--- src/rtl/pulse_event_arbiter_pkg.sv ---
// Shared types and helpers for the pulse event arbiter.
package pulse_arb_pkg;

  typedef enum logic {
    IDLE = 1'b0,
    GAP  = 1'b1
  } state_t;

  // Index width for n items, never below one bit.
  function automatic int id_w(input int n);
    return (n <= 2) ? 1 : $clog2(n);
  endfunction

  // Increment v, holding at the all-ones value of a w-bit counter.
  function automatic logic [31:0] sat_inc(input logic [31:0] v, input int unsigned w);
    logic [31:0] all_ones;
    all_ones = (w >= 32) ? 32'hFFFF_FFFF : ((32'd1 << w) - 32'd1);
    return (v >= all_ones) ? v : v + 32'd1;
  endfunction

endpackage

--- src/rtl/pulse_event_arbiter_if.sv ---
// Requester/channel bundle of the pulse event arbiter. The master side
// drives requests and channel status; the slave side is the arbiter.
interface pulse_event_arbiter_if
  import pulse_arb_pkg::*;
#(
  parameter int N_REQ  = 4,
  parameter int DROP_W = 8
) ();

  localparam int ID_W = id_w(N_REQ);

  logic              enable_i;
  logic [N_REQ-1:0]  req_i;
  logic              chan_ready_i;
  logic [N_REQ-1:0]  ovf_clr_i;
  logic              chan_pulse_o;
  logic [ID_W-1:0]   chan_id_o;
  logic [N_REQ-1:0]  pending_o;
  logic [N_REQ-1:0]  ovf_o;
  logic [DROP_W-1:0] drop_cnt_o;
  logic              busy_o;

  modport master (
    output enable_i, req_i, chan_ready_i, ovf_clr_i,
    input  chan_pulse_o, chan_id_o, pending_o, ovf_o, drop_cnt_o, busy_o
  );

  modport slave (
    input  enable_i, req_i, chan_ready_i, ovf_clr_i,
    output chan_pulse_o, chan_id_o, pending_o, ovf_o, drop_cnt_o, busy_o
  );

endinterface

--- src/rtl/pulse_event_arbiter_rr_pick.sv ---
// Circular priority picker: first set request bit searching upward from
// i_last+1, wrapping at N_REQ.
module rr_pick
  import pulse_arb_pkg::*;
#(
  parameter int N_REQ = 4,
  localparam int ID_W = id_w(N_REQ)
) (
  input  logic [N_REQ-1:0] i_req,
  input  logic [ID_W-1:0]  i_last,
  output logic             o_valid,
  output logic [ID_W-1:0]  o_idx
);

  // Walk the N_REQ candidates in rotated order and keep the first hit.
  always_comb begin
    // NOTE: every output gets a default before the loop so no path leaves it unassigned (no latch).
    o_valid = 1'b0;
    o_idx   = '0;
    for (int k = 1; k <= N_REQ; k++) begin
      logic [ID_W-1:0] cand;
      cand = ID_W'((int'(i_last) + k) % N_REQ);
      if (!o_valid && i_req[cand]) begin
        o_valid = 1'b1;
        o_idx   = cand;
      end
    end
  end

endmodule

--- src/rtl/pulse_event_arbiter.sv ---
// Shares one pulse-synchronizer channel between N_REQ single-cycle event
// sources: latches events as pending bits, issues them round-robin with a
// minimum spacing, and flags/counts events lost while still pending.
module pulse_event_arbiter
  import pulse_arb_pkg::*;
#(
  parameter int N_REQ      = 4,
  parameter int GAP_CYCLES = 6,
  parameter int DROP_W     = 8
) (
  input logic                  clk_i,
  input logic                  rstn_i,
  pulse_event_arbiter_if.slave arb_if
);

  localparam int ID_W  = id_w(N_REQ);
  localparam int CNT_W = id_w(GAP_CYCLES);
  localparam logic [CNT_W-1:0] GAP_LOAD = CNT_W'(GAP_CYCLES - 1);
  localparam logic [ID_W-1:0]  LAST_RST = ID_W'(N_REQ - 1);

  state_t            r_state;
  state_t            w_state_nxt;
  logic [CNT_W-1:0]  r_gap;
  logic [CNT_W-1:0]  w_gap_nxt;
  logic [ID_W-1:0]   r_last;
  logic [ID_W-1:0]   r_id;
  logic              r_pulse;
  logic [N_REQ-1:0]  r_pending;
  logic [N_REQ-1:0]  r_ovf;
  logic [DROP_W-1:0] r_drop;

  logic              w_valid;
  logic [ID_W-1:0]   w_idx;
  logic              w_grant;
  logic [N_REQ-1:0]  w_gnt_vec;
  logic [N_REQ-1:0]  w_drop_vec;
  logic [N_REQ-1:0]  w_pend_nxt;
  logic [N_REQ-1:0]  w_ovf_nxt;
  logic [DROP_W-1:0] w_drop_nxt;

  rr_pick #(.N_REQ(N_REQ)) u_pick (
    .i_req   (r_pending),
    .i_last  (r_last),
    .o_valid (w_valid),
    .o_idx   (w_idx)
  );

  // Issue decision and gap countdown; enable/ready only matter in IDLE.
  always_comb begin
    w_state_nxt = r_state;
    w_gap_nxt   = r_gap;
    w_grant     = 1'b0;
    case (r_state)
      IDLE: begin
        if (arb_if.enable_i && arb_if.chan_ready_i && w_valid) begin
          w_grant     = 1'b1;
          w_state_nxt = GAP;
          w_gap_nxt   = GAP_LOAD;
        end
      end
      GAP: begin
        if (r_gap == '0) w_state_nxt = IDLE;
        else             w_gap_nxt   = r_gap - CNT_W'(1);
      end
      default: w_state_nxt = IDLE;
    endcase
  end

  // A request on a pending bit is a drop unless that bit is being granted
  // now, in which case the new event simply re-arms the pending bit.
  assign w_gnt_vec  = w_grant ? (N_REQ'(1) << w_idx) : '0;
  assign w_drop_vec = arb_if.req_i & r_pending & ~w_gnt_vec;
  assign w_pend_nxt = (r_pending & ~w_gnt_vec) | arb_if.req_i;
  assign w_ovf_nxt  = (r_ovf & ~arb_if.ovf_clr_i) | w_drop_vec;
  assign w_drop_nxt = (|w_drop_vec) ? DROP_W'(sat_inc(32'(r_drop), DROP_W)) : r_drop;

  // State, pulse/tag and bookkeeping registers.
  always_ff @(posedge clk_i or negedge rstn_i) begin
    if (!rstn_i) begin
      r_state   <= IDLE;
      r_gap     <= '0;
      r_last    <= LAST_RST;
      r_id      <= '0;
      r_pulse   <= 1'b0;
      r_pending <= '0;
      r_ovf     <= '0;
      r_drop    <= '0;
    end else begin
      // NOTE: non-blocking assignments so every register samples pre-edge values.
      r_state   <= w_state_nxt;
      r_gap     <= w_gap_nxt;
      r_pulse   <= w_grant;
      r_pending <= w_pend_nxt;
      r_ovf     <= w_ovf_nxt;
      r_drop    <= w_drop_nxt;
      if (w_grant) begin
        r_last <= w_idx;
        r_id   <= w_idx;
      end
    end
  end

  assign arb_if.chan_pulse_o = r_pulse;
  assign arb_if.chan_id_o    = r_id;
  assign arb_if.pending_o    = r_pending;
  assign arb_if.ovf_o        = r_ovf;
  assign arb_if.drop_cnt_o   = r_drop;
  assign arb_if.busy_o       = (r_state != IDLE) || (|r_pending);

endmodule

--- src/flat_wrapper.sv ---
// flat-port wrapper written by rule: the top's interface ports become plain ports
module pulse_event_arbiter_flat import pulse_arb_pkg::*;
#(
  parameter int N_REQ      = 4,
  parameter int GAP_CYCLES = 6,
  parameter int DROP_W     = 8
)
  (clk_i, rstn_i, arb_if_enable_i, arb_if_req_i, arb_if_chan_ready_i, arb_if_ovf_clr_i, arb_if_chan_pulse_o, arb_if_chan_id_o, arb_if_pending_o, arb_if_ovf_o, arb_if_drop_cnt_o, arb_if_busy_o);
  pulse_event_arbiter_if #(.N_REQ(N_REQ), .DROP_W(DROP_W)) arb_if_i ();
  input logic clk_i;
  input logic rstn_i;
  input wire logic [$bits(arb_if_i.enable_i)-1:0] arb_if_enable_i;
  input wire logic [$bits(arb_if_i.req_i)-1:0] arb_if_req_i;
  input wire logic [$bits(arb_if_i.chan_ready_i)-1:0] arb_if_chan_ready_i;
  input wire logic [$bits(arb_if_i.ovf_clr_i)-1:0] arb_if_ovf_clr_i;
  output wire logic [$bits(arb_if_i.chan_pulse_o)-1:0] arb_if_chan_pulse_o;
  output wire logic [$bits(arb_if_i.chan_id_o)-1:0] arb_if_chan_id_o;
  output wire logic [$bits(arb_if_i.pending_o)-1:0] arb_if_pending_o;
  output wire logic [$bits(arb_if_i.ovf_o)-1:0] arb_if_ovf_o;
  output wire logic [$bits(arb_if_i.drop_cnt_o)-1:0] arb_if_drop_cnt_o;
  output wire logic [$bits(arb_if_i.busy_o)-1:0] arb_if_busy_o;
  assign arb_if_i.enable_i = arb_if_enable_i;
  assign arb_if_i.req_i = arb_if_req_i;
  assign arb_if_i.chan_ready_i = arb_if_chan_ready_i;
  assign arb_if_i.ovf_clr_i = arb_if_ovf_clr_i;
  assign arb_if_chan_pulse_o = arb_if_i.chan_pulse_o;
  assign arb_if_chan_id_o = arb_if_i.chan_id_o;
  assign arb_if_pending_o = arb_if_i.pending_o;
  assign arb_if_ovf_o = arb_if_i.ovf_o;
  assign arb_if_drop_cnt_o = arb_if_i.drop_cnt_o;
  assign arb_if_busy_o = arb_if_i.busy_o;
  pulse_event_arbiter #(.N_REQ(N_REQ), .GAP_CYCLES(GAP_CYCLES), .DROP_W(DROP_W)) u_core (.clk_i(clk_i), .rstn_i(rstn_i), .arb_if(arb_if_i));
endmodule
--- config.mk ---
export PLATFORM = sky130hd
export DESIGN_NAME = pulse_event_arbiter_flat
export DESIGN_NICKNAME = d
export VERILOG_FILES = /design/src/rtl/pulse_event_arbiter_pkg.sv /design/src/rtl/pulse_event_arbiter_if.sv /design/src/rtl/pulse_event_arbiter_rr_pick.sv /design/src/rtl/pulse_event_arbiter.sv /design/src/flat_wrapper.sv
export SDC_FILE = /design/constraint.sdc
export NUM_CORES = 1
export LEC_CHECK = 0
export ABC_AREA = 1
export CAP_MARGIN = 20
export CORE_MARGIN = 2
export CORE_UTILIZATION = 54
export DETAILED_ROUTE_END_ITERATION = 12
export PLACE_DENSITY = 0.84
export SLEW_MARGIN = 20
export SYNTH_ARGS = -nofsm -noshare
export SYNTH_HDL_FRONTEND = slang
export SYNTH_HIERARCHICAL = 1
export SYNTH_SLANG_ARGS = --single-unit
--- constraint.sdc ---
create_clock -name clk_i -period 3.65 [get_ports clk_i]
set_input_delay 0.365 -clock clk_i [delete_from_list [all_inputs] [get_ports clk_i]]
set_output_delay 0.365 -clock clk_i [all_outputs]
set_load 0.005 [all_outputs]
==> summary.txt <==
detailed placer's ending HPWL - 2.66 mm
VDD IR-drop max - 0.000588 V
count of distinct cell types in the synthesized netlist - 29
Clock Skews - 0.00954 ns
Period Utilization, post-route - 67.0%
setup tns final - 0 ns
GP Congestion - 0.904
required time at the worst-slack endpoint - 3.92 ns
wire length of the first global-routing pass - 5.60 mm
max capacitance violation total - 0
Top FF cell, synth - sky130_fd_sc_hd__dfrtp_1
worst hold slack across all endpoints - -0.00596 ns
buffer type at the clock tree root - sky130_fd_sc_hd__clkbuf_4
FMAX - 409 MHz
Avg Cell Area, Syn - 8.06 µm²
Clk pin slew, worst setup/hold paths - 0.15 ns
Synth Area in Compound Gates - 7.27%
max_slew headroom - 63.9%
clock buffer count from CTS - 3
Placement Cell Area - 1870 µm²
largest family of logic cells by synthesized area - simple AND/OR/NAND/NOR gates
count of placed standard cells in the final layout, fillers left out - 255
Hold Buf Count CTS - 0
initial core utilization - 56.0%
total congestion overflow - 0
Total Routing Usage GR - 21.6%
asr flop ratio synth - 100%
final slew viol count - 0
placed insts - 251
Synthesis Warnings - 6
Clock Sink Count - 25
combined area of all synthesized cells - 1530 µm²
post-route cell area - 1900 µm²
number of global-route vias before repair - 1288
unrepaired setup endpoints after global routing - false
DRC violation total after the first TritonRoute iteration - 100
sequential cell fraction of total power - 33.4%
transition time of the tightest slew-check pin - 0.541 ns
average wire per standard cell - 13.3 µm
count of boundary I/O pins - 32
vertical die dimension - 57.3 µm
Worst Hold Class - input pin to async pin
share of power burned in the clock network - 8.5%
post-synthesis simple-gate area fraction - 38.1%
clock tree from TritonCTS - done
sequential element share of the synthesized area - 41.0%
cell types occupying the most area after synthesis - sky130_fd_sc_hd__dfrtp_1, sky130_fd_sc_hd__nand2_1, sky130_fd_sc_hd__nand3_1
kind of end point of the critical path - flip-flop
drc violations - 0
number of inserted diodes - 0
CP Max Fanout - 11
leakage power figure - 0.000968 µW
shortest clock period the worst path allows after layout - 2.44 ns
Setup Viol. Count Final - 0
Worst Path Class, Setup - flip-flop to flip-flop
proportion of layout cells with a drive suffix above 1 - 16.5%
CP Data Arrival Time - 2.72 ns
maximum buffer depth of the clock tree - 2
synthesized instance count - 190
most repeated cell in the gate-level netlist after synthesis - sky130_fd_sc_hd__nand2_1
post-synthesis net count - 205
Via density - 5.31
EDFF count, synth - 0
Routed Antenna Nets - 0
area of the core region - 2730 µm²
result of the run - complete, but fails checks
violations in the final reports - hold timing
largest net degree at the start of global routing - 26
fraction of synthesized cell area taken by the top area cell type - 37.6%
floorplan die width - 57.3 µm
antenna violations before repair - 0
setup repair bufs after CTS - 0
smallest setup slack after layout - 1.21 ns
switching pwr - 736 µW
power share of the combinational group - 58.1%
xor-xnor portion of the synthesized cell area - 4.00%
number of hold violations in the final report - 9
Rows - 19
Seq cells post-synth - 25
R2R Setup Slk - 1.21 ns
clock latency on the worst-skew pair - 0.33 ns
count of input and output buffers - 31
setup slack at placement - 1.30 ns
Synth-to-Final Area Change - 23.8%
adder and majority cell fraction of the synthesized area - 2.45%
die area - 3280 µm²
layout net count - 240
Internal Power - 819 µW
total number of vias - 1355
Post-synth top cells - sky130_fd_sc_hd__nand2_1, sky130_fd_sc_hd__dfrtp_1, sky130_fd_sc_hd__inv_1
number of optimization iterations in the first detailed-route pass - 4
total length of routed wires - 3.40 mm
startpoint types - flip-flop
power density of the placed cells - 820 nW/µm²
maximum level of the CTS H-tree - 1
biggest area consumer among synthesized cells - sky130_fd_sc_hd__dfrtp_1
switching power share of the total - 47.3%
portion of netlist area occupied by mux cells - 0%
# resized after CTS - 0
-- metal layers --
layer	wire length [µm]	global-route usage, %	up-vias
li1	-	-	672
met3	170	3.17	2
met4	13	4.65	0
met1	1460	29.1	634
met2	1750	37.1	47
met5	0	0	-
-- critical path: stages, from the launching register on --
cell and delay (ns):
sky130_fd_sc_hd__dfstp_2 0.69, sky130_fd_sc_hd__inv_6 0.08, sky130_fd_sc_hd__nand2_2 0.07, sky130_fd_sc_hd__nand2_1 0.07, sky130_fd_sc_hd__nand2_1 0.10, sky130_fd_sc_hd__nand2_2 0.07
sky130_fd_sc_hd__nor2_4 0.13, sky130_fd_sc_hd__nand3b_1 0.10, sky130_fd_sc_hd__nand3_1 0.19, sky130_fd_sc_hd__inv_1 0.07, sky130_fd_sc_hd__nor2_1 0.09, sky130_fd_sc_hd__nand3_1 0.14
sky130_fd_sc_hd__nand2_2 0.11, sky130_fd_sc_hd__nand2_2 0.08, sky130_fd_sc_hd__o21ai_4 0.23, sky130_fd_sc_hd__nand2_1 0.10, sky130_fd_sc_hd__nand2_1 0.06
-- area by class of cell --
class                           count  area (µm²)
Fill cell                         220         838
Multi-Input combinational cell    139         793
Sequential cell                    25         628
Timing Repair Buffer               31         305
Inverter                           25        98.8
Tap cell                           31        38.8
Clock buffer                        3        22.5
Clock inverter                      1        8.76
-- per-stage QoR --
| stage | util (%) | total power (µW) |
|---|---|---|
| floorplan | - | 1130 |
| detailed placement | 68.4 | 1410 |
| finish | 69.3 | 1550 |
| global route | 69.3 | 1680 |
| global placement | 68.4 | 1360 |
| CTS | 69.5 | 1550 |
-- cells by family (layout without fill, tap and decap cells) --
| group | after synthesis | count (layout) |
|---|---|---|
| simple gates | 112 | 112 |
| xor+xnor | 7 | 7 |
| compound gates | 17 | 17 |
| fa+ha+maj | 3 | 3 |
| buf+inv | 26 | 60 |
| flops | 25 | 25 |
-- layout by cell type (no fill, tap or decap), drive strengths merged --
cell type,synthesis,routed
xnor2,2,2
clkdlybuf4s50,0,30
nand3,20,20
nor2,8,8
dfrtp,23,23
xor2,5,5
dfstp,2,2
ha,3,3
buf,1,1
o21ai,9,9
o21a,1,1
a21o,4,4
a21oi,2,2
nand4,5,5
o22ai,1,1
nand3b,1,1
nand2,76,76
nor3,1,1
nor4,1,1
inv,25,26
clkbuf,0,3
-- path summary, 6_finish.rpt --
| check | from | to | depth (start not counted) |
|---|---|---|---|
| worst min register to register | u_core/arb_if.chan_id_o[0] | u_core/arb_if.chan_id_o[0] | 2 |
| worst max register to register | u_core/r_last[0] | u_core/arb_if.drop_cnt_o[2] | 16 |
| worst max-delay path | u_core/r_last[0] | u_core/arb_if.drop_cnt_o[2] | 16 |
| worst min-delay path | rstn_i | u_core/arb_if.chan_id_o[0] | 1 |
| max in group asynchronous | rstn_i | u_core/r_last[0] | 1 |
| min in group clk_i | u_core/arb_if.chan_id_o[0] | u_core/arb_if.chan_id_o[0] | 2 |
-- flip-flops by register name (all words and copies together), names as in the netlist --
name / flops
u_core/arb_if.pending_o: 4
u_core/arb_if.chan_pulse_o: 1
u_core/r_last: 2
u_core/r_state: 1
u_core/arb_if.ovf_o: 4
u_core/arb_if.drop_cnt_o: 8
u_core/arb_if.chan_id_o: 2
u_core/r_gap: 3
-- power by group through the flow --
stage	logic (µW)	registers [µW]	clock network (µW)
after floorplan	633	494	0
after global placement	847	514	0
after detailed placement	892	523	0
after CTS	897	517	137
after global routing	1000	538	144
final	904	519	132
Power figures use the tool's default switching activity.
